===== src/rtl/psram_burst_ctrl.sv =====
// Fixed-length synchronous burst controller for the multiplexed CRAM/PSRAM port.
// Pin controls decode from the state register and the latched request, so they are glitch-free into the IOBs.
module psram_burst_ctrl #(
    parameter int LATENCY   = 3,
    parameter int BURST_LEN = 4,
    parameter int WAIT_MAX  = 15
) (
    input  logic        clk,
    input  logic        reset_n,
    input  logic        req,
    input  logic        we,
    input  logic [21:0] addr,
    input  logic [1:0]  be,
    input  logic [15:0] wdata,
    output logic        ready,
    output logic        wnext,
    output logic [15:0] rdata,
    output logic        rvalid,
    output logic        done,
    output logic        err,
    output logic [5:0]  cram_a_hi,
    output logic        cram_adv_n,
    output logic        cram_ce_n,
    output logic        cram_oe_n,
    output logic        cram_we_n,
    output logic        cram_ub_n,
    output logic        cram_lb_n,
    output logic [15:0] dq_out,
    output logic        dq_oe,
    output logic        clk_en,
    input  logic        wait_q,
    input  logic [15:0] dq_in_q
);

    // state  | meaning
    // S_IDLE | ready for a request, CE high
    // S_ADDR | ADV cycle, address on DQ and A[21:16]
    // S_LAT  | initial access latency countdown
    // S_DATA | one beat per cycle without WAIT
    // S_END  | CE high recovery, done/err pulse
    typedef enum logic [2:0] {S_IDLE, S_ADDR, S_LAT, S_DATA, S_END} state_t;

    localparam logic [3:0] LAT_LOAD  = 4'((LATENCY > 1) ? LATENCY - 2 : 0);
    localparam logic [4:0] LAST_BEAT = 5'(BURST_LEN - 1);
    localparam logic [7:0] WAIT_LAST = 8'(WAIT_MAX - 1);

    state_t      st, st_nxt;
    logic        we_r, we_nxt;
    logic [21:0] addr_r, addr_nxt;
    logic [1:0]  be_r, be_nxt;
    logic [3:0]  lat_cnt, lat_nxt;
    logic [4:0]  beat_cnt, beat_nxt;
    logic [7:0]  wait_cnt, wait_nxt;
    logic        abort_r, abort_nxt;

    always_ff @(posedge clk or negedge reset_n) begin
        if (!reset_n) begin
            st       <= S_IDLE;
            we_r     <= 1'b0;
            addr_r   <= '0;
            be_r     <= '0;
            lat_cnt  <= '0;
            beat_cnt <= '0;
            wait_cnt <= '0;
            abort_r  <= 1'b0;
        end else begin
            st       <= st_nxt;
            we_r     <= we_nxt;
            addr_r   <= addr_nxt;
            be_r     <= be_nxt;
            lat_cnt  <= lat_nxt;
            beat_cnt <= beat_nxt;
            wait_cnt <= wait_nxt;
            abort_r  <= abort_nxt;
        end
    end

    always_comb begin
        st_nxt    = st;
        we_nxt    = we_r;
        addr_nxt  = addr_r;
        be_nxt    = be_r;
        lat_nxt   = lat_cnt;
        beat_nxt  = beat_cnt;
        wait_nxt  = wait_cnt;
        abort_nxt = abort_r;
        case (st)
            S_IDLE: begin
                if (req) begin
                    st_nxt   = S_ADDR;
                    we_nxt   = we;
                    addr_nxt = addr;
                    be_nxt   = be;
                end
            end
            S_ADDR: begin
                beat_nxt  = '0;
                wait_nxt  = '0;
                abort_nxt = 1'b0;
                lat_nxt   = LAT_LOAD;
                st_nxt    = (LATENCY > 1) ? S_LAT : S_DATA;
            end
            S_LAT: begin
                if (lat_cnt == 4'd0) st_nxt = S_DATA;
                else                 lat_nxt = lat_cnt - 4'd1;
            end
            S_DATA: begin
                if (!wait_q) begin
                    wait_nxt = '0;
                    if (beat_cnt == LAST_BEAT) st_nxt = S_END;
                    else                       beat_nxt = beat_cnt + 5'd1;
                end else if (wait_cnt == WAIT_LAST) begin
                    // timeout only wins on a cycle that is itself a wait cycle
                    st_nxt    = S_END;
                    abort_nxt = 1'b1;
                end else begin
                    wait_nxt = wait_cnt + 8'd1;
                end
            end
            S_END:   st_nxt = S_IDLE;
            default: st_nxt = S_IDLE;
        endcase
    end

    logic active, post_adv, beat;
    assign active   = (st == S_ADDR) || (st == S_LAT) || (st == S_DATA);
    assign post_adv = (st == S_LAT) || (st == S_DATA);
    assign beat     = (st == S_DATA) && !wait_q;

    assign ready      = (st == S_IDLE);
    assign cram_ce_n  = !active;
    assign cram_adv_n = (st != S_ADDR);
    assign clk_en     = active;
    assign cram_we_n  = active ? !we_r : 1'b1;
    assign cram_oe_n  = !(post_adv && !we_r);
    assign cram_ub_n  = post_adv ? !be_r[1] : 1'b1;
    assign cram_lb_n  = post_adv ? !be_r[0] : 1'b1;
    assign cram_a_hi  = (st == S_ADDR) ? addr_r[21:16] : 6'd0;
    assign dq_oe      = (st == S_ADDR) || (post_adv && we_r);
    // wdata is show-ahead and only advances on wnext, so a wait cycle holds DQ naturally
    assign dq_out     = (st == S_ADDR) ? addr_r[15:0] :
                        (post_adv && we_r) ? wdata : 16'd0;
    assign rvalid     = beat && !we_r;
    assign wnext      = beat && we_r;
    assign rdata      = rvalid ? dq_in_q : 16'd0;
    assign done       = (st == S_END);
    assign err        = (st == S_END) && abort_r;

endmodule

===== config.mk =====
export PLATFORM = sky130hd
export DESIGN_NAME = psram_burst_ctrl
export DESIGN_NICKNAME = d
export VERILOG_FILES = /design/src/rtl/psram_burst_ctrl.sv
export SDC_FILE = /design/constraint.sdc
export NUM_CORES = 1
export LEC_CHECK = 0
export BUFFER_PORTS_ARGS = -buffer_cell sky130_fd_sc_hd__buf_2
export CAP_MARGIN = 20
export CORE_MARGIN = 2
export CORE_UTILIZATION = 25
export DETAILED_ROUTE_END_ITERATION = 7
export PLACE_DENSITY_LB_ADDON = 0.12
export SKIP_LAST_GASP = 1
export SYNTH_ARGS = -nofsm -noshare
export SYNTH_HDL_FRONTEND = slang
export SYNTH_SLANG_ARGS = --single-unit

===== constraint.sdc =====
create_clock -name clk -period 2.17 [get_ports clk]
set_clock_uncertainty 0.15 [all_clocks]
set_input_delay 0.434 -clock clk [delete_from_list [all_inputs] [get_ports clk]]
set_output_delay 0.434 -clock clk [all_outputs]
set_load 0.005 [all_outputs]

# == Word level (Yosys, flattened, before mapping) ==
# Cells that the tools add are included.
# op_classes
add_sub_neg,3
n_mul,0
n_div,0
magnitude_cmp,0
eq_ne,17
n_shift,0
n_mux,24
bitwise,0
n_reduce_logical,26
# ops
op,count
2-to-1 mux 16 bit,3
2-to-1 mux 8 bit,2
one-hot mux 8 bit (2 select lines),1
2-to-1 mux 3 bit,5
"inequality test 2 bit, second input constant",7
one-hot mux 3 bit (4 select lines),1
2-to-1 mux 5 bit,2
one-hot mux 5 bit (2 select lines),1
"inequality test 3 bit, second input constant",3
"adder 8 x 1 -> 8 bit, second input constant",1
"== test 8 x 4 -> 1 bit, second input constant",1
one-hot mux 4 bit (2 select lines),1
"== test 3 x 2 -> 1 bit, second input constant",2
logical AND 1 bit,6
logical NOT 1 bit,6
2-to-1 mux 6 bit,1
AND reduction 2 bit,3
AND reduction 3 bit,2
"adder 5 x 1 -> 5 bit, second input constant",1
"== test 5 x 2 -> 1 bit, second input constant",1
2-to-1 mux 1 bit,5
logical NOT 4 bit,1
logical OR 1 bit,4
2-to-1 mux 4 bit,1
other kinds (8),9
# totals
register_bits,46
latch_bits,0
ram_bits,0
rom_bits,0
inputBits,61
out_inout_bits,51
wordCells,78
mem_count,0

# == Longest topological paths before layout ==
# logic_depth
depth_word,5
mapped_depth,7
ltp_nobuf,6

# == Least setup slack after synthesis ==
# OpenSTA, ideal clock, no wires.
# synth_path
kind,reg2out
start,register st[2]
end,output port dq_out[10]
arrival_time_ns,1.558
t_required_ns,1.586
path_slack_ns,0.028
path_stages_with_launch,6
path_buffers,2
cell_sequence,dfrtp_1 > buf_4 > nand2b_1 > nor2_1 > clkbuf_1 > a22o_1
# synth_between
elab_chain_cells,5
elab_cells_between_ends,7
classes_between,eq/ne (3); mux (2); reduce/logical (2)
# synth_rtl
element,line,rtl
from (decl),47,"state_t st, st_nxt;"
from (signal assigned),67,st <= st_nxt;
== test 3 x 2 -> 1 bit,127,assign post_adv = (st == S_LAT) || (st == S_DATA);
logical OR 1 bit,127,
logical AND 1 bit,142,(post_adv && we_r) ? wdata : 16'd0;
2-to-1 mux 16 bit,142,
2-to-1 mux 16 bit (*),141,assign dq_out = (st == S_ADDR) ? addr_r[15:0] :
to (decl),28,"output logic [15:0] dq_out,"
# Mark *: on every way between the ends. The rest lies on a longest branch, timed or not.

# == Final worst setup path ==
# layout_path
start,register st[2]
end,output port rdata[11]
# layout_between
elab_chain_cells,4
# layout_rtl
element,line,rtl
== test 3 x 2 -> 1 bit,128,assign beat = (st == S_DATA) && !wait_q;
logical AND 1 bit,128,
logical AND 1 bit,143,assign rvalid = beat && !we_r;
2-to-1 mux 16 bit,145,assign rdata = rvalid ? dq_in_q : 16'd0;
to (decl),17,"output logic [15:0] rdata,"
# Every way passes these cells.

==> flow_metrics.py <==
metrics = {
    "synth": {
        "ys_seq_elements": 46,
        "syn_area_um2": 2450,
        "synthFlopType": "dfrtp_1",
        "synthTopCellsByArea": "dfrtp_1 47%, mux2_2 11%, and2_1 6.9%",
        "synth_edf_count": 0,
        "synth_cells": 229,
        "avgSynthCellArea_um2": 10.7,
        "ys_warn_count": 0,
        "ys_types": 39,
        "seq_area_frac_synth": 0.470,
        "yosys.area.top_type": "dfrtp_1",
        "ys_async_sr_fraction": 1.00,
        "yosys.area.top_type_share": 0.470,
        "syn_nets": 295,
    },
    "clock_tree": {
        "ctsHoldBuffers": 0,
        "htreeDepth": 2,
        "cts_made_buffers": 5,
        "cts_tree": "done",
        "clock_latency_ps": 300,
        "cts_root_buf": "clkbuf_8",
        "cts_buffer_depth": 2,
        "path_clk_slew_ps": 90,
        "numClockSinks": 46,
    },
    "critical_path": {
        "worstSetupStartpointType": "register",
        "end_kind": "primary output",
        "critical_path.max_stage_delay_ps": 440,
        "worst_r2r_path_depth": 6,
        "critical_path.max_fanout": 8,
        "cp.arrival_ps": 1590,
        "critPathKind": "reg -> out",
        "r2r-end": "wait_cnt[3]",
        "ff2ff_setup_slack_ps": 90,
        "reg2reg_from": "wait_cnt[0]",
        "cp_cell_sequence": "and4bb_2 -> nor2b_4 -> buf_4 -> and2_1 -> buf_2",
        "cp_slowest_cell": "dfrtp_2",
        "cp.required_ps": 1590,
    },
    "timing": {
        "fin_ws_ps": -6.42,
        "hold_viol": 0,
        "fin_crit_sh": 1.00,
        "fmax_mhz": 459,
        "timing.hold.ws_ps": 28.0,
        "period_minus_slack_ps": 2180,
        "rsz0062_at_grt": "yes",
        "tightest_slew_ps": 694,
        "slew_violations": 0,
        "max_slew_margin": 0.538,
        "finalSetupViolations": 5,
    },
    "cells_and_area": {
        "ff_latch_area_um2": 1150,
        "layout-drive-gt1-share": 0.499,
        "multi_input_area_um2": 1230,
        "layout.nets": 420,
        "fin_area_um2": 3450,
        "area_growth_syn_to_layout_pct": 40.7,
        "nFillCells": 1022,
        "antenna_cells": 0,
    },
    "floorplan": {
        "die_area_um2": 10600,
        "rows": 36,
        "die_h_um": 103,
        "die_w_um": 103,
        "start_util": 0.254,
        "core_um2": 9640,
        "io_pins": 112,
    },
    "route": {
        "drc": 0,
        "dr.pass1.iters": 4,
        "route.antenna.remaining_nets": 0,
        "num_vias": 2187,
        "drtIter0Drc": 78,
        "routedWlPerCell_um": 13.5,
        "wl_um": 6600,
        "viasPerCell": 4.48,
    },
    "global_route": {
        "grt_pass1_wl_um": 9970,
        "gr-total-overflow": 0,
        "antenna_found_initial": 0,
        "grt_use_total": 0.120,
        "grt_max_degree": 28,
        "first_global_vias": 2021,
    },
    "power_and_ir_drop": {
        "irDropWorstVdd_v": 0.000478,
        "powerDensity_nw_per_um2": 1220,
        "p_leak_nw": 1.72,
        "p_total_mw": 4.20,
    },
    "placement": {
        "placedInstanceArea_um2": 3250,
        "io_buffer_count": 111,
        "gp_congestion": 0.744,
        "dpl.hpwl_um": 4850,
    },
    "run_status": {
        "status": "finished, violations left",
        "violations": "negative setup slack",
    },
    "hold_path": {
        "hold_class": "in -> async",
    },
    "run": {
        "maxCapViolations": 0,
    },
}
area by class of cell:
class	count	share of cell area
Clock buffer	6	0.0211
Clock inverter	2	0.0109
Inverter	6	0.00762
Multi-Input combinational cell	165	0.358
Sequential cell	46	0.335
Tap cell	133	0.0483
Timing Repair Buffer	130	0.220
worst max-delay path: cells and delay by family (launching register included):
family | cells | cell delay [ps]
DFF | 1 | 440
buffers and inverters | 2 | 250
and+or+nand+nor | 3 | 610
power breakdown:
part	internal, mW	switching, mW
logic	1.13	1.00
clock network	0.344	0.298
registers	1.20	0.219
total	2.68	1.52
Yosys cell counts (all sizes together) (4+ instances only):
library cell / n
nand2: 17
buf: 8
a21oi: 6
nor2: 12
ha: 5
inv: 6
and2: 27
clkbuf: 4
mux2: 25
dfrtp: 46
a22o: 17
o21ai: 10
nand3: 8
nand4: 5
worst max-delay path by stage:
| stage | start | endpoint | slack (ps) | cells after the start |
|---|---|---|---|---|
| final | st[2] | rdata[11] | -6 | 5 |
| after global routing | st[2] | rdata[1] | -100 | 5 |
| after CTS | st[2] | rdata[6] | -20 | 5 |
| after detailed placement | wait_cnt[0] | wait_cnt[3] | 30 | 6 |
| after global placement | wait_cnt[0] | wait_cnt[3] | 70 | 6 |
| after floorplan | st[2] | dq_out[10] | 30 | 5 |
kinds of logic (layout without fill, tap and decap cells):
logic type	count (synthesis)	in the layout	synth area share
xor gates and xnor gates	4	4	0.0143
and+or+nand+nor	86	86	0.201
adders and majority gates	5	5	0.0255
buffers and inverters	18	144	0.0373
DFF	46	46	0.470
muxes	28	28	0.127
AOI/OAI and AO/OA	42	42	0.125
routing by layer:
metal  track usage  vias to the layer above  wire [um]
met5             0                        -          0
met4        0.0334                        0         59
met3        0.0224                        5        407
met2         0.205                       74       3190
met1         0.156                     1043       2940
li1              -                     1065          -
layout by cell type, fill, tap and decap left out, drive strengths merged, types with 2 or more instances in the layout:
master      n
buf       129
dfrtp      46
and2       27
mux2       25
a22o       17
nand2      17
nor2       12
o21ai      10
nand3       8
clkbuf      7
a21oi       6
inv         5
nand4       5
ha          5
mux2i       3
xor2        3
nor3        2
nand2b      2
clkinvlp    2
and3        2
and4        2
o211ai      2
o31ai       2
nor2b       2
timing repair:
action                     in CTS  in global routing
pin swaps                       0                  1
resized for setup              10                  4
gates cloned                    1                  1
buffers inserted                3                  0
setup endpoints to repair      39                 42
stage by stage:
step	utilization	std cells	setup slack, ps	setup TNS (ps)
final	0.358	488	-6.42	-14.2
after global routing	0.358	488	-103	-2540
after CTS	0.353	487	-22.5	-176
after detailed placement	0.337	475	32.5	0
after global placement	0.337	475	74.3	0
after floorplan	-	229	28.4	0
sequential cells by signal (all words and copies together) (netlist names):
| register | count |
|---|---|
| wait_cnt | 8 |
| st | 3 |
| abort_r | 1 |
| we_r | 1 |
| be_r | 2 |
| addr_r | 22 |
| lat_cnt | 4 |
| beat_cnt | 5 |
Note: power is estimated with default switching activity, not from simulation.
